--- config.mk ---
export PLATFORM = sky130hd
export DESIGN_NAME = pulse_gen
export DESIGN_NICKNAME = d
export VERILOG_FILES = /design/src/rtl/pulse_gen_pkg.sv /design/src/rtl/pulse_gen_timer.sv /design/src/rtl/pulse_gen.sv
export SDC_FILE = /design/constraint.sdc
export NUM_CORES = 1
export LEC_CHECK = 0
export CAP_MARGIN = 20
export CORE_MARGIN = 1.5
export CORE_UTILIZATION = 60
export CTS_CLUSTER_SIZE = 20
export DETAILED_ROUTE_END_ITERATION = 8
export PLACE_DENSITY = 0.88
export REMOVE_ABC_BUFFERS = 1
export SETUP_SLACK_MARGIN = 0.02
export SYNTH_ARGS = -nofsm -noshare
export SYNTH_HDL_FRONTEND = slang
export SYNTH_SLANG_ARGS = --single-unit
--- constraint.sdc ---
create_clock -name clock -period 8.6 [get_ports clock]
set_clock_uncertainty 0.05 [all_clocks]
set_input_delay 1.72 -clock clock [delete_from_list [all_inputs] [get_ports clock]]
set_output_delay 1.72 -clock clock [all_outputs]
set_load 0.03 [all_outputs]
--- src/rtl/pulse_gen_pkg.sv ---
// Shared types and defaults for the pulse generator.
package pulse_gen_pkg;

    typedef enum logic [1:0] {
        IDLE = 2'd0,
        HIGH = 2'd1,
        GAP  = 2'd2
    } state_t;

    localparam int DEF_CNT_W  = 32;
    localparam int DEF_PEND_W = 4;

endpackage

--- src/rtl/pulse_gen_timer.sv ---
// Up-counting phase timer shared by the HIGH and GAP phases.
// o_done is high in the last cycle of a phase of max(i_len,1) cycles.
module pulse_gen_timer #(
    parameter int CNT_W = 32
) (
    input  logic             clock,
    input  logic             reset,
    input  logic             i_load,
    input  logic             i_start,
    input  logic [CNT_W-1:0] i_len,
    output logic             o_done
);

    logic [CNT_W-1:0] r_cnt;
    logic [CNT_W-1:0] w_last;

    // A zero length behaves like one, so the last count is never below 0.
    assign w_last = (i_len == '0) ? '0 : i_len - 1'b1;
    assign o_done = (r_cnt == w_last);

    always_ff @(posedge clock or posedge reset) begin
        if (reset)
            r_cnt <= '0;
        else if (i_load)
            r_cnt <= '0;
        else if (i_start && !o_done)
            r_cnt <= r_cnt + 1'b1;
    end

endmodule

--- src/rtl/pulse_gen.sv ---
// Triggered pulse shaper: programmable high/low time, optional request queue.
// Define PULSE_GEN_QUEUE_EN to queue triggers that arrive while busy.
module pulse_gen
    import pulse_gen_pkg::*;
#(
    parameter int CNT_W  = DEF_CNT_W,
    parameter int PEND_W = DEF_PEND_W
) (
    input  logic              clock,
    input  logic              reset,
    input  logic              trigger,
    input  logic [CNT_W-1:0]  width,
    input  logic [CNT_W-1:0]  gap,
    output logic              pulse,
    output logic              busy,
    output logic [PEND_W-1:0] pending,
    output logic              overflow
);

    state_t           r_state, w_nstate;
    logic [CNT_W-1:0] r_width, r_gap, w_len;
    logic             r_pulse, r_ovf;
    logic             w_done, w_load, w_launch, w_busy_trig, w_drop;

    assign w_len = (r_state == HIGH) ? r_width : r_gap;
    // Every state change starts a fresh phase, including GAP->HIGH relaunches.
    assign w_load = (w_nstate != r_state);

    pulse_gen_timer #(.CNT_W(CNT_W)) u_timer (
        .clock   (clock),
        .reset   (reset),
        .i_load  (w_load),
        .i_start (busy),
        .i_len   (w_len),
        .o_done  (w_done)
    );

`ifdef PULSE_GEN_QUEUE_EN
    localparam logic [PEND_W-1:0] PEND_MAX = '1;
    logic [PEND_W-1:0] r_pend;
    logic              w_deq, w_enq;
`endif

    always_comb begin
        w_nstate = r_state;
        w_launch = 1'b0;
`ifdef PULSE_GEN_QUEUE_EN
        w_deq    = 1'b0;
`endif
        case (r_state)
            IDLE: if (trigger) begin
                w_nstate = HIGH;
                w_launch = 1'b1;
            end
            HIGH: if (w_done) w_nstate = GAP;
            GAP: if (w_done) begin
`ifdef PULSE_GEN_QUEUE_EN
                if (r_pend != '0) begin
                    w_nstate = HIGH;
                    w_launch = 1'b1;
                    w_deq    = 1'b1;
                end else if (trigger) begin
                    w_nstate = HIGH;
                    w_launch = 1'b1;
                end else begin
                    w_nstate = IDLE;
                end
`else
                w_nstate = IDLE;
`endif
            end
            default: w_nstate = IDLE;
        endcase
    end

`ifdef PULSE_GEN_QUEUE_EN
    // A trigger that directly relaunches at GAP end is consumed, not queued.
    assign w_busy_trig = trigger && (r_state != IDLE) &&
                         !((r_state == GAP) && w_done && (r_pend == '0));
    assign w_enq   = w_busy_trig && ((r_pend != PEND_MAX) || w_deq);
    assign w_drop  = w_busy_trig && !w_enq;
    assign pending = r_pend;

    always_ff @(posedge clock or posedge reset) begin
        if (reset)
            r_pend <= '0;
        else if (w_enq && !w_deq)
            r_pend <= r_pend + 1'b1;
        else if (w_deq && !w_enq)
            r_pend <= r_pend - 1'b1;
    end
`else
    assign w_busy_trig = trigger && (r_state != IDLE);
    assign w_drop      = w_busy_trig;
    assign pending     = '0;
`endif

    always_ff @(posedge clock or posedge reset) begin
        if (reset) begin
            r_state <= IDLE;
            r_pulse <= 1'b0;
            r_ovf   <= 1'b0;
            r_width <= '0;
            r_gap   <= '0;
        end else begin
            r_state <= w_nstate;
            r_pulse <= (w_nstate == HIGH);
            if (w_drop)
                r_ovf <= 1'b1;
            if (w_launch) begin
                r_width <= width;
                r_gap   <= gap;
            end
        end
    end

    assign pulse    = r_pulse;
    assign busy     = (r_state != IDLE);
    assign overflow = r_ovf;

endmodule
==> run_summary.xml <==
<?xml version="1.0" encoding="UTF-8"?>
<metrics>
  <group name="synthesis">
    <metric name="post_synth_and_or_nand_nor_area_fraction" unit="">0.197</metric>
    <metric name="compound_gate_fraction_of_synth_area" unit="">0.139</metric>
    <metric name="xor_xnor_portion_of_the_synthesized_cell_area" unit="">0.0863</metric>
    <metric name="synth_seq_cells" unit="">100</metric>
    <metric name="yosys-mux-area-fraction" unit="">0.176</metric>
    <metric name="post_synth.cell_area_avg" unit="µm²">10.0</metric>
    <metric name="yosys.cell_types.count" unit="">83</metric>
    <metric name="yosys_warnings" unit="">0</metric>
    <metric name="synth-main-ff-cell" unit="">sky130_fd_sc_hd__dfrtp_1</metric>
    <metric name="synth-async-reset-ratio" unit="">1.00</metric>
    <metric name="synth_top_family_by_area" unit="">simple AND/OR/NAND/NOR gates</metric>
    <metric name="mappedNetlistArea" unit="µm²">7130</metric>
    <metric name="synth_cells" unit="">713</metric>
    <metric name="number_of_flops_mapped_to_enable_cells_by_yosys" unit="">0</metric>
    <metric name="adder_cell_fraction_of_synth_area" unit="">0.00526</metric>
    <metric name="synth_seq_area_share" unit="">0.351</metric>
  </group>
  <group name="power_and_ir_drop">
    <metric name="design_power_total" unit="mW">1.09</metric>
    <metric name="combinationalPowerShare" unit="">0.153</metric>
    <metric name="seqPwrFrac" unit="">0.470</metric>
    <metric name="ir_worst_vdd" unit="µV">126</metric>
    <metric name="total_switching_power" unit="mW">0.305</metric>
    <metric name="cellInternalPower" unit="mW">0.781</metric>
    <metric name="p_leak" unit="nW">3.48</metric>
    <metric name="sw_frac_of_total" unit="">0.281</metric>
    <metric name="pwr-share-clk" unit="">0.378</metric>
    <metric name="power_density" unit="nW/µm²">134</metric>
  </group>
  <group name="global_routing">
    <metric name="grt_antenna_before_repair" unit="">0</metric>
    <metric name="number_of_global_route_vias_before_repair" unit="">5834</metric>
    <metric name="grt_start_max_net_pins" unit="">65</metric>
    <metric name="grt_overflow_total" unit="">0</metric>
    <metric name="track_usage" unit="">0.307</metric>
    <metric name="grt_pass1_wl" unit="µm">30300</metric>
  </group>
  <group name="route">
    <metric name="drt_wl_total" unit="µm">18300</metric>
    <metric name="dr.first_iter.drc_count" unit="">570</metric>
    <metric name="routed_wire_length_per_instance" unit="µm">20.3</metric>
    <metric name="detail_route_antenna_nets" unit="">0</metric>
    <metric name="drcViolationCount" unit="">0</metric>
    <metric name="dr_total_vias" unit="">5860</metric>
    <metric name="detailedRoute.firstPassIterationCount" unit="">5</metric>
    <metric name="detail_route.vias_per_cell" unit="">6.50</metric>
  </group>
  <group name="clocking">
    <metric name="postCtsSetupBuffers" unit="">0</metric>
    <metric name="cts_root_buffer" unit="">sky130_fd_sc_hd__clkbuf_16</metric>
    <metric name="cts_htree_levels" unit="">3</metric>
    <metric name="cts.hold.buffers_added" unit="">0</metric>
    <metric name="path_clk_slew" unit="ns">0.07</metric>
    <metric name="num_cts_buffers" unit="">9</metric>
    <metric name="post_cts_resize_count" unit="">0</metric>
    <metric name="max-clock-path-buffers" unit="">2</metric>
    <metric name="cts_tree" unit="">yes</metric>
    <metric name="clock_sinks" unit="">100</metric>
    <metric name="insertion_delay" unit="ns">0.37</metric>
  </group>
  <group name="setup_path">
    <metric name="worst_path_cell_chain" unit="">and2b_4 -&gt; mux2_2 -&gt; inv_1 -&gt; ha_1 -&gt; and4_1 -&gt; o2111ai_2 -&gt; nor4_1 -&gt; or3_1 -&gt; o21ai_1 -&gt; or4b_1 -&gt; a2111o_1 -&gt; nor4_4 -&gt; buf_4 -&gt; mux2i_1</metric>
    <metric name="setup.worst_path.start_class" unit="">register</metric>
    <metric name="crit_type" unit="">register to register</metric>
    <metric name="worst-endpoint-arrival" unit="ns">5.80</metric>
    <metric name="worstPathRequired" unit="ns">8.83</metric>
    <metric name="worst_path_max_delay_cell" unit="">sky130_fd_sc_hd__and2b_4</metric>
    <metric name="setup.reg_to_reg.worst_slack" unit="ns">3.03</metric>
    <metric name="critical_path.max_stage_delay" unit="ns">0.85</metric>
    <metric name="critPathMaxFanout" unit="">51</metric>
    <metric name="endpoint_kind" unit="">register</metric>
    <metric name="timing.reg2reg.worst_path_depth" unit="">14</metric>
  </group>
  <group name="timing">
    <metric name="worst_slew_margin_rel" unit="">0.398</metric>
    <metric name="fmax" unit="MHz">180</metric>
    <metric name="post-route-min-period" unit="ns">5.57</metric>
    <metric name="timing_hold_violations_final" unit="">0</metric>
    <metric name="final.setup.worst_slack" unit="ns">3.03</metric>
    <metric name="report.final.setup_viol" unit="">0</metric>
    <metric name="slew_violations" unit="">0</metric>
    <metric name="post-route-period-util" unit="">0.648</metric>
    <metric name="transition_time_of_the_tightest_slew_check_pin" unit="ns">0.901</metric>
    <metric name="grt_setup_unrepaired" unit="">false</metric>
    <metric name="final.setup.tns" unit="ns">0</metric>
  </group>
  <group name="final_layout">
    <metric name="syn2layout_area_growth" unit="%">13.3</metric>
    <metric name="layout-drive-gt1-share" unit="">0.196</metric>
    <metric name="multi_input_comb_area" unit="µm²">4320</metric>
    <metric name="num-nets-final" unit="">824</metric>
    <metric name="ff_latch_area" unit="µm²">2500</metric>
    <metric name="antennaDiodeCount" unit="">0</metric>
    <metric name="layout.cell_area.non_filler" unit="µm²">8080</metric>
    <metric name="num-fill-cells" unit="">864</metric>
    <metric name="instances_no_fill" unit="">902</metric>
  </group>
  <group name="placed_design">
    <metric name="postPlaceCellArea" unit="µm²">7790</metric>
    <metric name="place_congestion" unit="">0.922</metric>
    <metric name="placement.io_buffers" unit="">69</metric>
    <metric name="pre_cts_slack" unit="ns">3.14</metric>
    <metric name="detailed_place_hpwl" unit="µm">13900</metric>
    <metric name="post-place-cells" unit="">886</metric>
  </group>
  <group name="hold_path">
    <metric name="hold_path.class" unit="">register to register</metric>
    <metric name="worstHoldPathCells" unit="">1</metric>
  </group>
  <group name="floorplan">
    <metric name="placement_rows" unit="">39</metric>
    <metric name="die-area" unit="µm²">12600</metric>
    <metric name="chipWidth" unit="µm">112</metric>
    <metric name="floorplan.die.height" unit="µm">112</metric>
    <metric name="initial_core_util" unit="">0.620</metric>
    <metric name="io_pins" unit="">74</metric>
    <metric name="core_area" unit="µm²">11500</metric>
  </group>
  <group name="status">
    <metric name="status" unit="">complete, no violations</metric>
  </group>
  <group name="flow_run">
    <metric name="count_of_max_cap_constraint_violations" unit="">0</metric>
  </group>
</metrics>
## per-stage QoR
stage               hold WS, ns  utilization
detailed placement        0.399        0.676
CTS                       0.421        0.702
finish                    0.418        0.702
global route              0.438        0.702
floorplan                 0.425            -
global placement          0.386        0.676
## worst max-delay path: cells and delay by family, from the launching register on
kind | cells | cell delay, ns
AND/OR/NAND/NOR | 6 | 2.37
multiplexers | 2 | 0.78
AO/OA/AOI/OAI | 3 | 0.68
buffers and inverters | 2 | 0.61
adder cells (fa/ha/maj) | 1 | 0.43
flip-flops | 1 | 0.52
## routing by layer
metal,track usage,wire length (µm)
met2,0.503,8650
met4,0.0987,455
met1,0.421,7990
met3,0.0502,1210
met5,0,0
## path summary, 6_finish.rpt
kind,startpoint,to
worst min register to register,overflow,overflow
worst min-delay path,overflow,overflow
worst max register to register,r_state[1],r_state[1]
max in group asynchronous,reset,u_timer.r_cnt[19]
worst max-delay path,r_state[1],r_state[1]
min in group asynchronous,reset,r_gap[2]
## layout by cell type, fill, tap and decap left out, drive strengths merged, types with 15 or more instances in the layout
| cell | netlist | final |
|---|---|---|
| a21oi | 43 | 43 |
| clkdlybuf4s50 | 0 | 69 |
| dfrtp | 100 | 100 |
| inv | 12 | 15 |
| mux2 | 71 | 71 |
| mux2i | 45 | 45 |
| nand2 | 54 | 54 |
| nand4 | 17 | 17 |
| nor2 | 56 | 56 |
| o21ai | 15 | 15 |
| or3 | 19 | 19 |
| xnor2 | 37 | 37 |
## cells in the mapped netlist (4+ instances only)
master | number | share of area
sky130_fd_sc_hd__buf_4 | 8 | 0.0084
sky130_fd_sc_hd__and3_1 | 8 | 0.0070
sky130_fd_sc_hd__a21oi_2 | 26 | 0.032
sky130_fd_sc_hd__buf_6 | 9 | 0.014
sky130_fd_sc_hd__nand2_1 | 54 | 0.028
sky130_fd_sc_hd__o31ai_1 | 10 | 0.011
sky130_fd_sc_hd__dfrtp_1 | 100 | 0.35
sky130_fd_sc_hd__o2111a_1 | 4 | 0.0063
sky130_fd_sc_hd__xnor3_1 | 4 | 0.013
sky130_fd_sc_hd__o31a_1 | 4 | 0.0049
sky130_fd_sc_hd__nand4_1 | 17 | 0.015
sky130_fd_sc_hd__nand2b_1 | 8 | 0.0070
sky130_fd_sc_hd__and4_1 | 5 | 0.0061
sky130_fd_sc_hd__nor3_1 | 12 | 0.0084
sky130_fd_sc_hd__or4b_1 | 5 | 0.0070
sky130_fd_sc_hd__xnor2_1 | 36 | 0.044
sky130_fd_sc_hd__nor3b_1 | 4 | 0.0042
sky130_fd_sc_hd__o21ai_0 | 14 | 0.0098
sky130_fd_sc_hd__mux2i_1 | 44 | 0.062
sky130_fd_sc_hd__xor2_1 | 14 | 0.017
sky130_fd_sc_hd__nor4_1 | 8 | 0.0070
sky130_fd_sc_hd__or3_1 | 19 | 0.017
sky130_fd_sc_hd__or2_2 | 8 | 0.0070
sky130_fd_sc_hd__and2_1 | 7 | 0.0061
sky130_fd_sc_hd__nand3_1 | 12 | 0.0084
sky130_fd_sc_hd__a21oi_1 | 17 | 0.012
sky130_fd_sc_hd__mux2_2 | 71 | 0.11
sky130_fd_sc_hd__clkbuf_1 | 28 | 0.015
sky130_fd_sc_hd__nor2_1 | 55 | 0.029
sky130_fd_sc_hd__inv_1 | 12 | 0.0063
## registers in the layout, indices dropped and copies added, names as in the netlist
signal and count:
r_gap 32, r_width 32, u_timer.r_cnt 32, r_state 2, overflow 1, pulse 1
## power by group through the flow
stage	logic, mW	clock network, mW	registers (mW)
3_3_place_gp	0.158	0	0.517
3_5_place_dp	0.163	0	0.518
4_1_cts	0.164	0.412	0.509
2_1_floorplan	0.105	0	0.510
6_report	0.166	0.410	0.510
5_1_grt	0.179	0.432	0.512
## cells by family (layout without fill, tap and decap cells)
| family | count (synthesis) | after routing |
|---|---|---|
| flops | 100 | 100 |
| fa+ha+maj | 3 | 3 |
| xor+xnor | 58 | 58 |
| mux | 116 | 116 |
| compound gates | 125 | 125 |
| buf+inv | 60 | 103 |
| other cells | 1 | 4 |
| simple gates | 250 | 250 |
## cell type report
cell class	instances	share of cell area
clock buffers	10	0.0296
inverters	12	0.00588
multi-input cells	556	0.535
flip-flops and latches	100	0.310
clock inverters	6	0.00681
well taps	143	0.0221
repair buffers	75	0.0910
Note: power is estimated with default switching activity, not from simulation.
